==> src/rtl/alu_reservation_station.sv <==
// -----------------------------------------------------------------------------
// alu_reservation_station
//
// Bank of NUM_ENTRIES reservation-station entries for the ALU class. Tasks
// arrive from the issue queue into the entry it names. Missing operands are
// captured from the common data bus (CDB) by producer tag. The oldest READY
// entry issues through a registered valid/ready output stage.
//
// Parameters
//   NUM_ENTRIES  entries in the bank (2..8)
//   TAGW         producer tag width, tag 0 means "no dependency"
//   OPW          ALU operation code width
//   XLEN         operand / data width
//
// Ports
//   CLK, RST_N         clock (rising edge) and synchronous active-low reset
//   FLUSH              squash all entries and the output stage
//   DISP_*             dispatch strobe, target entry, op, src tags/values, dest tag
//   CDB_*              result broadcast: valid, tag, data
//   BUSY               per-entry occupied flags
//   DISP_ERR           one-cycle pulse: dispatch to an occupied entry was dropped
//   FU_VALID/FU_READY  issue handshake to the ALU
//   FU_OP/A/B/DTAG     issued operation, operands and destination tag
//   STAT_ISSUED/STALL  saturating handshake / stall counters
//
// Build option
//   RS_STATS_EN  when defined the statistics counters are built. When it is
//                undefined, STAT_ISSUED and STAT_STALL are tied to zero.
// -----------------------------------------------------------------------------
module alu_reservation_station #(
  parameter int NUM_ENTRIES = 2,
  parameter int TAGW        = 4,
  parameter int OPW         = 4,
  parameter int XLEN        = 32,
  localparam int IDXW       = (NUM_ENTRIES > 1) ? $clog2(NUM_ENTRIES) : 1
) (
  input  logic                   CLK,
  input  logic                   RST_N,
  input  logic                   FLUSH,
  input  logic                   DISP_VALID,
  input  logic [IDXW-1:0]        DISP_IDX,
  input  logic [OPW-1:0]         DISP_OP,
  input  logic [TAGW-1:0]        DISP_QJ,
  input  logic [TAGW-1:0]        DISP_QK,
  input  logic [XLEN-1:0]        DISP_VJ,
  input  logic [XLEN-1:0]        DISP_VK,
  input  logic [TAGW-1:0]        DISP_DTAG,
  input  logic                   CDB_VALID,
  input  logic [TAGW-1:0]        CDB_TAG,
  input  logic [XLEN-1:0]        CDB_DATA,
  output logic [NUM_ENTRIES-1:0] BUSY,
  output logic                   DISP_ERR,
  output logic                   FU_VALID,
  input  logic                   FU_READY,
  output logic [OPW-1:0]         FU_OP,
  output logic [XLEN-1:0]        FU_A,
  output logic [XLEN-1:0]        FU_B,
  output logic [TAGW-1:0]        FU_DTAG,
  output logic [15:0]            STAT_ISSUED,
  output logic [15:0]            STAT_STALL
);

  typedef enum logic [1:0] {
    ST_FREE  = 2'd0,
    ST_WAIT  = 2'd1,
    ST_READY = 2'd2
  } ent_state_t;

  typedef struct packed {
    logic [OPW-1:0]  op;
    logic [TAGW-1:0] qj;
    logic [TAGW-1:0] qk;
    logic [XLEN-1:0] vj;
    logic [XLEN-1:0] vk;
    logic [TAGW-1:0] dtag;
  } ent_t;

  ent_state_t state_q [NUM_ENTRIES];
  ent_state_t state_d [NUM_ENTRIES];
  ent_t       ent_q   [NUM_ENTRIES];
  ent_t       ent_d   [NUM_ENTRIES];
  // older_q[j][i] = 1 : entry j was dispatched before entry i
  logic [NUM_ENTRIES-1:0] older_q [NUM_ENTRIES];
  logic [NUM_ENTRIES-1:0] older_d [NUM_ENTRIES];

  logic [NUM_ENTRIES-1:0] ready_vec, free_vec, tgt_vec, sel_vec;
  ent_t                   sel_ent;
  logic                   any_ready, load, disp_ok, disp_err_d;
  logic                   byp_j, byp_k;

  logic                   fu_valid_q;
  logic [OPW-1:0]         fu_op_q;
  logic [XLEN-1:0]        fu_a_q, fu_b_q;
  logic [TAGW-1:0]        fu_dtag_q;
  logic                   disp_err_q;

  // ---------------------------------------------------------------------------
  // Selection: oldest READY entry, plus dispatch target decode.
  // ---------------------------------------------------------------------------
  // NOTE: every variable written in a combinational block gets a default at
  // the top, so no path can leave it unassigned and infer a latch.
  always_comb begin
    ready_vec = '0;
    free_vec  = '0;
    tgt_vec   = '0;
    sel_vec   = '0;
    sel_ent   = '0;
    for (int i = 0; i < NUM_ENTRIES; i++) begin
      ready_vec[i] = (state_q[i] == ST_READY);
      free_vec[i]  = (state_q[i] == ST_FREE);
      tgt_vec[i]   = (DISP_IDX == IDXW'(i));
    end
    for (int i = 0; i < NUM_ENTRIES; i++) begin
      sel_vec[i] = ready_vec[i];
      for (int j = 0; j < NUM_ENTRIES; j++) begin
        if (j != i && ready_vec[j] && older_q[j][i]) sel_vec[i] = 1'b0;
      end
      if (sel_vec[i]) sel_ent = ent_q[i];
    end
    any_ready  = |ready_vec;
    load       = any_ready && (!fu_valid_q || FU_READY);
    // An entry that frees this cycle is still READY here, so dispatching to it errors.
    disp_ok    = DISP_VALID && |(tgt_vec & free_vec);
    disp_err_d = DISP_VALID && !disp_ok;
    byp_j      = CDB_VALID && (CDB_TAG != '0) && (DISP_QJ == CDB_TAG);
    byp_k      = CDB_VALID && (CDB_TAG != '0) && (DISP_QK == CDB_TAG);
  end

  always_comb begin
    BUSY = ~free_vec;
  end

  // ---------------------------------------------------------------------------
  // Entry next-state: dispatch, wakeup, issue, age update. FLUSH overrides.
  // ---------------------------------------------------------------------------
  always_comb begin
    for (int i = 0; i < NUM_ENTRIES; i++) begin
      state_d[i] = state_q[i];
      ent_d[i]   = ent_q[i];
      older_d[i] = older_q[i];
    end
    for (int i = 0; i < NUM_ENTRIES; i++) begin
      unique case (state_q[i])
        ST_FREE: begin
          if (disp_ok && tgt_vec[i]) begin
            ent_d[i].op   = DISP_OP;
            ent_d[i].dtag = DISP_DTAG;
            ent_d[i].qj   = byp_j ? '0 : DISP_QJ;
            ent_d[i].qk   = byp_k ? '0 : DISP_QK;
            ent_d[i].vj   = byp_j ? CDB_DATA : DISP_VJ;
            ent_d[i].vk   = byp_k ? CDB_DATA : DISP_VK;
            state_d[i]    = (ent_d[i].qj == '0 && ent_d[i].qk == '0) ? ST_READY : ST_WAIT;
          end
        end
        ST_WAIT: begin
          if (CDB_VALID && CDB_TAG != '0 && ent_q[i].qj == CDB_TAG) begin
            ent_d[i].vj = CDB_DATA;
            ent_d[i].qj = '0;
          end
          if (CDB_VALID && CDB_TAG != '0 && ent_q[i].qk == CDB_TAG) begin
            ent_d[i].vk = CDB_DATA;
            ent_d[i].qk = '0;
          end
          if (ent_d[i].qj == '0 && ent_d[i].qk == '0) state_d[i] = ST_READY;
        end
        ST_READY: begin
          if (load && sel_vec[i]) state_d[i] = ST_FREE;
        end
        default: state_d[i] = ST_FREE;
      endcase
      // The new entry becomes the youngest: clear its row, set its column in all others.
      if (disp_ok) begin
        if (tgt_vec[i]) older_d[i] = '0;
        else            older_d[i] = older_q[i] | tgt_vec;
      end
    end
    if (FLUSH) begin
      for (int i = 0; i < NUM_ENTRIES; i++) state_d[i] = ST_FREE;
    end
  end

  // NOTE: sequential state is written with non-blocking assignments so every
  // register samples the pre-edge values of the others.
  always_ff @(posedge CLK) begin
    if (!RST_N) begin
      for (int i = 0; i < NUM_ENTRIES; i++) begin
        state_q[i] <= ST_FREE;
        older_q[i] <= '0;
      end
    end else begin
      for (int i = 0; i < NUM_ENTRIES; i++) begin
        state_q[i] <= state_d[i];
        older_q[i] <= older_d[i];
      end
    end
  end

  // NOTE: the entry payload is deliberately not reset. It is only read while
  // the entry's state says it holds a valid task, so a reset would add fanout
  // for no functional gain.
  always_ff @(posedge CLK) begin
    for (int i = 0; i < NUM_ENTRIES; i++) ent_q[i] <= ent_d[i];
  end

  // ---------------------------------------------------------------------------
  // Registered output stage: loads when empty or draining, else holds.
  // ---------------------------------------------------------------------------
  always_ff @(posedge CLK) begin
    if (!RST_N || FLUSH) begin
      fu_valid_q <= 1'b0;
      fu_op_q    <= '0;
      fu_a_q     <= '0;
      fu_b_q     <= '0;
      fu_dtag_q  <= '0;
      disp_err_q <= 1'b0;
    end else begin
      disp_err_q <= disp_err_d;
      if (load) begin
        fu_valid_q <= 1'b1;
        fu_op_q    <= sel_ent.op;
        fu_a_q     <= sel_ent.vj;
        fu_b_q     <= sel_ent.vk;
        fu_dtag_q  <= sel_ent.dtag;
      end else if (FU_READY) begin
        fu_valid_q <= 1'b0;
      end
    end
  end

  assign FU_VALID = fu_valid_q;
  assign FU_OP    = fu_op_q;
  assign FU_A     = fu_a_q;
  assign FU_B     = fu_b_q;
  assign FU_DTAG  = fu_dtag_q;
  assign DISP_ERR = disp_err_q;

`ifdef RS_STATS_EN
  logic [15:0] stat_issued_q, stat_stall_q;

  // Counters observe the port handshake independently of FLUSH.
  always_ff @(posedge CLK) begin
    if (!RST_N) begin
      stat_issued_q <= '0;
      stat_stall_q  <= '0;
    end else begin
      if (fu_valid_q && FU_READY && stat_issued_q != 16'hFFFF)
        stat_issued_q <= stat_issued_q + 16'd1;
      if (fu_valid_q && !FU_READY && stat_stall_q != 16'hFFFF)
        stat_stall_q <= stat_stall_q + 16'd1;
    end
  end

  assign STAT_ISSUED = stat_issued_q;
  assign STAT_STALL  = stat_stall_q;
`else
  assign STAT_ISSUED = '0;
  assign STAT_STALL  = '0;
`endif

endmodule

==> config.mk <==
export PLATFORM = sky130hd
export DESIGN_NAME = alu_reservation_station
export DESIGN_NICKNAME = d
export VERILOG_FILES = /design/src/rtl/alu_reservation_station.sv
export SDC_FILE = /design/constraint.sdc
export NUM_CORES = 1
export LEC_CHECK = 0
export ABC_CLOCK_PERIOD_IN_PS = 5200
export BUFFER_PORTS_ARGS = -buffer_cell sky130_fd_sc_hd__buf_4
export CORE_MARGIN = 2
export CORE_UTILIZATION = 54
export DETAILED_ROUTE_END_ITERATION = 7
export HOLD_SLACK_MARGIN = 0.08
export PLACE_DENSITY = 0.77
export SYNTH_ARGS = -nofsm -noshare
export SYNTH_HDL_FRONTEND = slang
export SYNTH_SLANG_ARGS = --single-unit
==> constraint.sdc <==
create_clock -name CLK -period 5.2 [get_ports CLK]
set_input_delay 1.04 -clock CLK [delete_from_list [all_inputs] [get_ports CLK]]
set_output_delay 1.04 -clock CLK [all_outputs]
set_load 0.1 [all_outputs]
==> flow_summary.yaml, run 1 <==
timing:
  rsz0062_at_grt: "no"
  period_minus_slack_ns: 2.95
  worst_case_headroom_to_the_max_slew_limit: 0.198
  final.setup_skew_ns: 0.0124
  total_neg_setup_slack_ns: 0
  worst-slew-pin-transition_ns: 1.20
  final_min_period_over_clock_period: 0.568
  final_hold_vio_count: 0
  finalSetupViolations: 0
  fin_hold_ws_ns: 0.497
  post-route-worst-setup-slack_ns: 2.25
  max_clock_freq_mhz: 339
  timing.final.max_slew_violations: 0
layout:
  multi_input_area_mm2: 0.00359
  layoutNonFillerInstCount: 1259
  ff_latch_area_mm2: 0.00641
  finalInstanceArea_mm2: 0.0127
  area_delta_synth_final_pct: 21.7
  diodes: 0
  drive_gt1_frac: 0.263
  final.fill_count: 1403
  final_util: 0.676
  design.final.nets: 1103
clock_tree:
  clk_latency_ns: 0.52
  postCtsHoldBufs: 0
  cts.path.max_buffers: 3
  worst_setup_hold_path_clk_slew_ns: 0.06
  cts-root-buf: "sky130_fd_sc_hd__clkbuf_16"
  cts_sinks: 240
  post_cts.resized_instances: 0
  h_tree_depth: 1
  cts_setup_buffers: 0
  clock_buffer_count_from_cts: 25
  cts_tree: "yes"
power_and_ir_drop:
  powerDensity_mw_per_mm2: 362
  total_power_mw: 4.61
  total_leakage_power_nw: 4.66
  ir_worst_vdd_v: 0.000256
setup_path:
  setup.worst_path.end_class: "flop"
  required_time_of_the_critical_path_ns: 5.57
  reg2reg_setup_slack_ns: 2.51
  timing.rr.start: "state_q[0][1]$_SDFFE_PP0P_"
  critPathArrivalTime_ns: 3.33
  critical_path_peak_fanout: 32
  worstReg2RegEnd: "FU_B[19]$_SDFFE_PP0N_"
  crit_type: "primary input to flop"
  setup.worst_path.start: "CDB_TAG[1]"
  worstRegToRegCells: 6
  worstSetupStartpointType: "primary input"
  setup.worst_path.end: "ent_q[0][62]$_DFFE_PP_"
outcome:
  status: "finished clean"
global_routing:
  grt_first_pass_wirelength_mm: 38.8
  globalRouteTotalUtil: 0.244
  grt_remaining_overflow: 0
  antenna_found_initial: 0
  grt_start_max_net_pins: 79
  first_global_vias: 7267
placed_design:
  setup_ws_pre_cts_ns: 1.79
  gp_congestion: 0.910
  cell_total_after_placement: 1213
  numPortBuffers: 198
  placed_area_mm2: 0.0119
  hpwl_after_detailed_placement_mm: 16.1
logic_synthesis:
  syn_inst_count: 823
  synthesis_stage_register_bit_count: 240
  synthArstFlopShare: 0
  ys_top_cells_by_area: "sky130_fd_sc_hd__edfxtp_1 46%, sky130_fd_sc_hd__dfxtp_1 15%, sky130_fd_sc_hd__a22o_1 12%"
  synthesis.area_per_instance_um2: 12.7
  netlist_top_cells_count: "160 x sky130_fd_sc_hd__edfxtp_1, 142 x sky130_fd_sc_hd__a22o_1, 84 x sky130_fd_sc_hd__nor2_1"
  synth_edf_count: 160
  yosys.area.top_type_share: 0.460
  synth.cell_area_mm2: 0.0105
  ys_warn_count: 0
  yosys.area.top_type: "sky130_fd_sc_hd__edfxtp_1"
  synth_top_flop_cell: "sky130_fd_sc_hd__edfxtp_1"
  seq_total_area_yosys: 0.613
  synth_cell_type_count: 45
  yosys.cell_count.top_type: "sky130_fd_sc_hd__edfxtp_1"
routing:
  postRouteAntennaNets: 0
  remaining_drc_errors: 0
  first_pass_iters: 5
  drt_wl_total_mm: 25.7
  post_drt_wl_per_cell_um: 20.4
  route.vias.total: 7566
  vias_per_cell: 6.01
  drt_first_iter_violations: 511
die:
  initial_utilization: 0.555
  die_area_mm2: 0.0205
  placement_rows: 50
  placeableCoreArea_mm2: 0.0188
  die_width_um: 143
  die_height_um: 143
  floorplan.io_pins: 231
job:
  max_cap_viol_count: 0
min_path:
  min-delay-path-class: "flop to flop"
power by group:
group / total [mW] / internal, mW / switching, mW
combinational: 0.642 / 0.186 / 0.456
clock: 1.79 / 1.08 / 0.707
sequential: 2.18 / 2.15 / 0.0367
total: 4.61 / 3.41 / 1.20
layer usage:
metal	track usage	vias up	part of all wire
li1	-	3516	-
met1	0.318	3656	0.40
met2	0.414	352	0.49
met3	0.0453	42	0.084
met4	0.0756	0	0.023
met5	0	-	0
sequential cells by signal, summed over array words and instances, names as in the netlist:
name and flops:
DISP_ERR 1, FU_A 32, FU_B 32, FU_DTAG 4
FU_OP 4, FU_VALID 1, ent_q 160, older_q 2
state_q 4
worst min path at each step:
| stage | startpoint | to | slack [ns] | cells after the start |
|---|---|---|---|---|
| after detailed placement | FU_A[4]$_SDFFE_PP0N_ | FU_A[4]$_SDFFE_PP0N_ | 0.49 | 2 |
| after global routing | FU_A[2]$_SDFFE_PP0N_ | FU_A[2]$_SDFFE_PP0N_ | 0.52 | 2 |
| after CTS | FU_A[4]$_SDFFE_PP0N_ | FU_A[4]$_SDFFE_PP0N_ | 0.50 | 2 |
| final | FU_A[3]$_SDFFE_PP0N_ | FU_A[3]$_SDFFE_PP0N_ | 0.50 | 2 |
| after floorplan | state_q[0][3]$_SDFFE_PP0P_ | state_q[0][2]$_SDFFE_PP0P_ | 0.47 | 1 |
| after global placement | FU_A[4]$_SDFFE_PP0N_ | FU_A[4]$_SDFFE_PP0N_ | 0.49 | 2 |
placed cells by master (no fill, tap or decap), drive strengths merged, types with 4 or more instances in the layout:
cell type and count:
nor2 88, conb 32, a31oi 4, edfxtp 160, dfxtp 80, clkbuf 37, a22oi 72, clkinv 7
nand2 7, nor4 9, nor2b 4, inv 8, a22o 142, a21oi 11, nand3 6, o21ai 7
nand2b 4, a211oi 75, buf 202, xor2 24
kinds of logic after synthesis:
| kind of cell | Yosys count | synth area share |
|---|---|---|
| AND/OR/NAND/NOR | 124 | 0.0560 |
| other | 1 | 0.000359 |
| buffers and inverters | 110 | 0.0621 |
| AO/OA/AOI/OAI | 324 | 0.249 |
| XOR/XNOR | 24 | 0.0201 |
| flip-flops | 240 | 0.613 |
critical path, stage by stage:
cell,delay (ns)
sky130_fd_sc_hd__buf_4,0.16
sky130_fd_sc_hd__o41a_1,0.59
sky130_fd_sc_hd__nand2_1,0.34
sky130_fd_sc_hd__o21ai_4,0.91
sky130_fd_sc_hd__a22o_1,0.26
layout make-up:
type	instances	area share
Inverter	7	0.00226
Clock inverter	9	0.00541
Tap cell	260	0.0256
Clock buffer	37	0.0609
Sequential cell	240	0.503
Multi-Input combinational cell	504	0.282
Timing Repair Buffer	202	0.120
Note: power is estimated with default switching activity, not from simulation.
==> run 2: changes to the inputs <==
Settings changed: ABC_CLOCK_PERIOD_IN_PS 5200 to 2640, CORE_UTILIZATION 54 to 49, PLACE_DENSITY 0.77 to 0.74.
Clock period 5.2 ns to 2.64 ns, I/O delays scaled along.
==> run 2 against run 1 <==
Compared with the run above:
- die area rose by 9.9%
- first-iteration DRC count increased by 17%
- clock skew decreased by 0.0059 ns
- sequential power increased by 97%
- sequential cell count is the same
- cell count up 2.9%
- largest cell class unchanged
- largest power group unchanged
==> flow_summary.yaml, run 2 (synthesis results as in run 1) <==
outcome:
  status: "finished clean"
routing:
  drt_wl_total_mm: 26.3
  vias_per_cell: 5.90
  route.vias.total: 7637
  remaining_drc_errors: 0
  postRouteAntennaNets: 0
  first_pass_iters: 4
  post_drt_wl_per_cell_um: 20.3
  drt_first_iter_violations: 596
clock_tree:
  post_cts.resized_instances: 0
  cts_setup_buffers: 0
  clk_latency_ns: 0.52
  cts.path.max_buffers: 3
  h_tree_depth: 1
  cts_tree: "yes"
  postCtsHoldBufs: 0
  cts_sinks: 240
  clock_buffer_count_from_cts: 26
  cts-root-buf: "sky130_fd_sc_hd__clkbuf_16"
  worst_setup_hold_path_clk_slew_ns: 0.06
timing:
  max_clock_freq_mhz: 406
  worst-slew-pin-transition_ns: 1.06
  worst_case_headroom_to_the_max_slew_limit: 0.291
  final_min_period_over_clock_period: 0.932
  period_minus_slack_ns: 2.46
  timing.final.max_slew_violations: 0
  final.setup_skew_ns: 0.00653
  final_hold_vio_count: 0
  finalSetupViolations: 0
  rsz0062_at_grt: "no"
setup_path:
  crit_type: "flop to flop"
  critical_path_peak_fanout: 35
  cp_slowest_cell: "sky130_fd_sc_hd__nor2_4"
  worstSetupStartpointType: "flop"
  setup.worst_path.end_class: "flop"
  required_time_of_the_critical_path_ns: 3.02
  cp_cell_sequence: "nor2_1 > inv_2 > or3_1 > nor2_4 > a22o_1"
  critPathArrivalTime_ns: 2.84
  worstRegToRegCells: 5
  worst_path_largest_cell_delay_ns: 0.84
power_and_ir_drop:
  seqPwrFrac: 0.478
  netSwitchingFraction: 0.269
  total_power_mw: 8.99
  total_leakage_power_nw: 4.75
  internal_power_mw: 6.57
  ir_worst_vdd_v: 0.000619
  power.share.clock: 0.378
  power_switching_mw: 2.42
  powerDensity_mw_per_mm2: 695
  comb_power_share: 0.145
layout:
  area_delta_synth_final_pct: 23.6
  drive_gt1_frac: 0.279
  diodes: 0
  final_util: 0.617
  most_flop_heavy_register: "ent_q"
  largest_reg_flops: 160
  final.fill_count: 1691
  layout.cells.most_common: "sky130_fd_sc_hd__buf_4"
  most-common-layout-cells: "214 x sky130_fd_sc_hd__buf_4, 160 x sky130_fd_sc_hd__edfxtp_1, 142 x sky130_fd_sc_hd__a22o_1"
  design.final.nets: 1123
die:
  floorplan.io_pins: 231
  placeableCoreArea_mm2: 0.0210
  initial_utilization: 0.499
  die_width_um: 150
  placement_rows: 53
  die_area_mm2: 0.0225
  die_height_um: 150
global_routing:
  grt_start_max_net_pins: 145
  grt_remaining_overflow: 0
  use_met3: 0.0482
  grt_util_met2: 0.392
  grt_most_used_layer: "met2"
  antenna_found_initial: 1
  first_global_vias: 7510
  grt_first_pass_wirelength_mm: 40.1
  globalRouteTotalUtil: 0.229
  gr-usage-met1: 0.293
placed_design:
  gp_congestion: 0.898
  numPortBuffers: 198
  hpwl_after_detailed_placement_mm: 16.8
min_path:
  holdPathStages: 1
  min-delay-path-class: "primary input to flop"
job:
  max_cap_viol_count: 0
-- run 2: changes by cell type in the layout (fill, tap and decap cells not counted) --
cell	previous run	this run
sky130_fd_sc_hd__buf_12	1	7
sky130_fd_sc_hd__clkbuf_16	28	26
sky130_fd_sc_hd__bufinv_16	1	0
sky130_fd_sc_hd__clkinv_2	3	6
sky130_fd_sc_hd__clkinv_1	4	3
sky130_fd_sc_hd__clkinvlp_4	0	2
sky130_fd_sc_hd__clkbuf_8	4	5
sky130_fd_sc_hd__buf_4	201	214
sky130_fd_sc_hd__clkinv_8	0	1
sky130_fd_sc_hd__inv_6	1	0
-- run 2: final timing paths --
path                              start                       to  slack (ns)
max          state_q[0][0]$_SDFFE_PP0P_   ent_q[0][55]$_DFFE_PP_        0.18
min                          DISP_OP[1]  ent_q[0][157]$_DFFE_PP_        0.19
max reg2reg  state_q[0][0]$_SDFFE_PP0P_   ent_q[0][55]$_DFFE_PP_        0.18
min reg2reg        FU_B[6]$_SDFFE_PP0N_     FU_B[6]$_SDFFE_PP0N_        0.50
-- run 2: area by class of cell --
| type | instances | area [um2] | area share |
|---|---|---|---|
| Multi-Input combinational cell | 504 | 3590 | 0.278 |
| Timing Repair Buffer | 221 | 1750 | 0.135 |
| Clock buffer | 36 | 738 | 0.0571 |
| Clock inverter | 12 | 72.6 | 0.00561 |
| Inverter | 7 | 28.8 | 0.00223 |
| Sequential cell | 240 | 6410 | 0.496 |
| Tap cell | 275 | 344 | 0.0266 |
-- run 2: worst max-delay path, delay by kind of cell (launching register included) --
family	cells	cell delay (ns)
simple gates	3	1.56
buf+inv	1	0.06
flops	1	0.38
compound gates	1	0.29
-- run 2: per-stage QoR --
| stage | hold slack, ns | instances | worst slack, ns | TNS [ns] | instance area, um2 |
|---|---|---|---|---|---|
| finish | 0.192 | 1295 | 0.180 | 0 | 12900 |
| global placement | 0.487 | 1247 | -0.0526 | -1.25 | 12100 |
| floorplan | 0.474 | 854 | 0.0613 | 0 | 10600 |
| CTS | 0.175 | 1295 | 0.170 | 0 | 12900 |
| global route | 0.176 | 1295 | 0.0255 | 0 | 12900 |
| detailed placement | 0.492 | 1247 | -0.0746 | -3.45 | 12100 |
-- run 2: metal layers --
layer | vias up | wire length [um]
met4 | 2 | 588
met1 | 3716 | 10400
met2 | 317 | 13000
met5 | - | 13
met3 | 42 | 2220
li1 | 3560 | -
-- run 2: power groups by stage --
stage | Sequential [mW] | Clock [mW] | Combinational (mW)
after floorplan | 4.54 | 0 | 0.752
final | 4.29 | 3.39 | 1.30
after CTS | 4.29 | 3.46 | 1.30
after global placement | 4.36 | 0 | 1.27
after global routing | 4.31 | 3.61 | 1.38
after detailed placement | 4.37 | 0 | 1.30
==> run 3: changes to the inputs <==
Settings changed: CELL_PAD_IN_SITES_DETAIL_PLACEMENT set to 1, CELL_PAD_IN_SITES_GLOBAL_PLACEMENT set to 1, CORE_UTILIZATION 49 to 30, PLACE_DENSITY 0.74 to 0.59, SLEW_MARGIN set to 20.
==> run 3 against run 2 <==
Compared with the run above:
- register-to-register slack better by 0.13 ns
- cell area is 4.3% higher
- die area is 61% higher
- largest cell class unchanged
- hold slack worse by 0.012 ns
- critical path depth is 2 higher
==> flow_summary.yaml, run 3 (synthesis results as in run 1) <==
outcome:
  status: "finished clean"
power_and_ir_drop:
  internal_power_mw: 6.94
  comb_power_share: 0.146
  netSwitchingFraction: 0.266
  seqPwrFrac: 0.454
  power_switching_mw: 2.52
  powerDensity_mw_per_mm2: 702
  ir_worst_vdd_v: 0.000483
  power.share.clock: 0.400
  total_leakage_power_nw: 4.91
layout:
  layoutNonFillerInstCount: 1489
  area_delta_synth_final_pct: 28.9
  final.fill_count: 3647
  final_util: 0.391
  drive_gt1_frac: 0.293
  layout.cells.most_common: "sky130_fd_sc_hd__buf_4"
  most-common-layout-cells: "220 x sky130_fd_sc_hd__buf_4, 160 x sky130_fd_sc_hd__edfxtp_1, 142 x sky130_fd_sc_hd__a22o_1"
  ff_latch_area_mm2: 0.00641
  multi_input_area_mm2: 0.00360
  diodes: 0
  largest_reg_flops: 160
  most_flop_heavy_register: "ent_q"
  design.final.nets: 1137
clock_tree:
  clock_buffer_count_from_cts: 26
  cts_tree: "yes"
  cts.path.max_buffers: 3
  cts_setup_buffers: 0
  postCtsHoldBufs: 0
  cts-root-buf: "sky130_fd_sc_hd__clkbuf_16"
  cts_sinks: 240
  clk_latency_ns: 0.54
  post_cts.resized_instances: 0
  h_tree_depth: 1
  worst_setup_hold_path_clk_slew_ns: 0.06
die:
  die_height_um: 191
  placement_rows: 68
  die_width_um: 191
  initial_utilization: 0.303
  floorplan.io_pins: 231
  die_area_mm2: 0.0364
  placeableCoreArea_mm2: 0.0345
timing:
  rsz0062_at_grt: "no"
  worst-slew-pin-transition_ns: 1.07
  period_minus_slack_ns: 2.33
  finalSetupViolations: 0
  final_hold_vio_count: 0
  worst_case_headroom_to_the_max_slew_limit: 0.286
  final.setup_skew_ns: 0.00930
  timing.final.max_slew_violations: 0
  max_clock_freq_mhz: 429
  fin_hold_ws_ns: 0.180
  final_min_period_over_clock_period: 0.882
routing:
  route.vias.total: 7704
  post_drt_wl_per_cell_um: 21.2
  drt_wl_total_mm: 31.6
  drt_first_iter_violations: 418
  vias_per_cell: 5.17
  postRouteAntennaNets: 0
  remaining_drc_errors: 0
  first_pass_iters: 5
job:
  max_cap_viol_count: 0
placed_design:
  hpwl_after_detailed_placement_mm: 20.5
  numPortBuffers: 198
  gp_congestion: 0.755
  cell_total_after_placement: 1437
setup_path:
  worst_path_largest_cell_delay_ns: 0.42
  reg2reg_setup_slack_ns: 0.31
  timing.rr.start: "state_q[0][3]$_SDFFE_PP0P_"
  setup.worst_path.end_class: "flop"
  cp_slowest_cell: "sky130_fd_sc_hd__buf_4"
  cp_num_buf_inv: 2
  critical_path_peak_fanout: 32
  worstReg2RegEnd: "ent_q[0][97]$_DFFE_PP_"
  worstSetupStartpointType: "flop"
  cp_cell_sequence: "nor2_1 > nand3_2 > inv_1 > nand3_1 > nand2_2 > buf_4 > a22o_1"
  setup.worst_path.start: "state_q[0][3]$_SDFFE_PP0P_"
  crit_type: "flop to flop"
  critPathArrivalTime_ns: 2.73
  critical_path.top_delay_family: "simple AND/OR/NAND/NOR gates"
  required_time_of_the_critical_path_ns: 3.04
  worstRegToRegCells: 7
min_path:
  holdPathStages: 1
  holdPathEnd: "ent_q[0][2]$_DFFE_PP_"
  min-delay-path-class: "primary input to flop"
  min-delay-start: "DISP_DTAG[2]"
global_routing:
  antenna_found_initial: 1
  first_global_vias: 7794
  globalRouteTotalUtil: 0.171
  grt_first_pass_wirelength_mm: 47.4
  grt_remaining_overflow: 0
  grt_start_max_net_pins: 65
[run 3: changes by cell type in the layout (fill, tap and decap cells not counted), sizes merged]
cell      before  now
buf          221  235
clkinv        10    5
clkbuf        36   40
bufinv         0    2
clkinvlp       2    1
[run 3: worst max path at each step]
stage	endpoint	cells past startpoint
2_1_floorplan	ent_q[0][100]$_DFFE_PP_	6
3_3_place_gp	ent_q[0][92]$_DFFE_PP_	5
3_5_place_dp	ent_q[0][121]$_DFFE_PP_	6
4_1_cts	ent_q[0][56]$_DFFE_PP_	5
5_1_grt	ent_q[0][97]$_DFFE_PP_	7
6_report	ent_q[0][97]$_DFFE_PP_	7
[run 3: layer usage]
metal / track usage / part of all wire
met1: 0.235 / 0.45
met2: 0.281 / 0.47
met3: 0.0276 / 0.059
met4: 0.0388 / 0.017
met5: 0 / 0.00025
[run 3: per-stage QoR]
stage / cell area, um2 / power [mW] / TNS (ns) / setup WS (ns)
after floorplan: 10600 / 5.29 / 0 / 0.0613
after global placement: 12500 / 5.71 / -4.30 / -0.0735
after detailed placement: 12500 / 5.74 / -6.50 / -0.0820
after CTS: 13400 / 9.56 / 0 / 0.0673
after global routing: 13500 / 9.81 / 0 / 0.158
final: 13500 / 9.46 / 0 / 0.311
[run 3: cell type report]
type | instances | area share
Sequential cell | 240 | 0.475
Clock inverter | 8 | 0.00678
Timing Repair Buffer | 235 | 0.147
Inverter | 7 | 0.00213
Tap cell | 455 | 0.0422
Multi-Input combinational cell | 504 | 0.267
Clock buffer | 40 | 0.0597
[run 3: power by group through the flow]
stage	combinational [mW]	sequential [mW]	clock, mW
2_1_floorplan	0.752	4.54	0
3_3_place_gp	1.35	4.36	0
3_5_place_dp	1.37	4.37	0
4_1_cts	1.37	4.29	3.90
5_1_grt	1.48	4.31	4.02
6_report	1.38	4.29	3.78
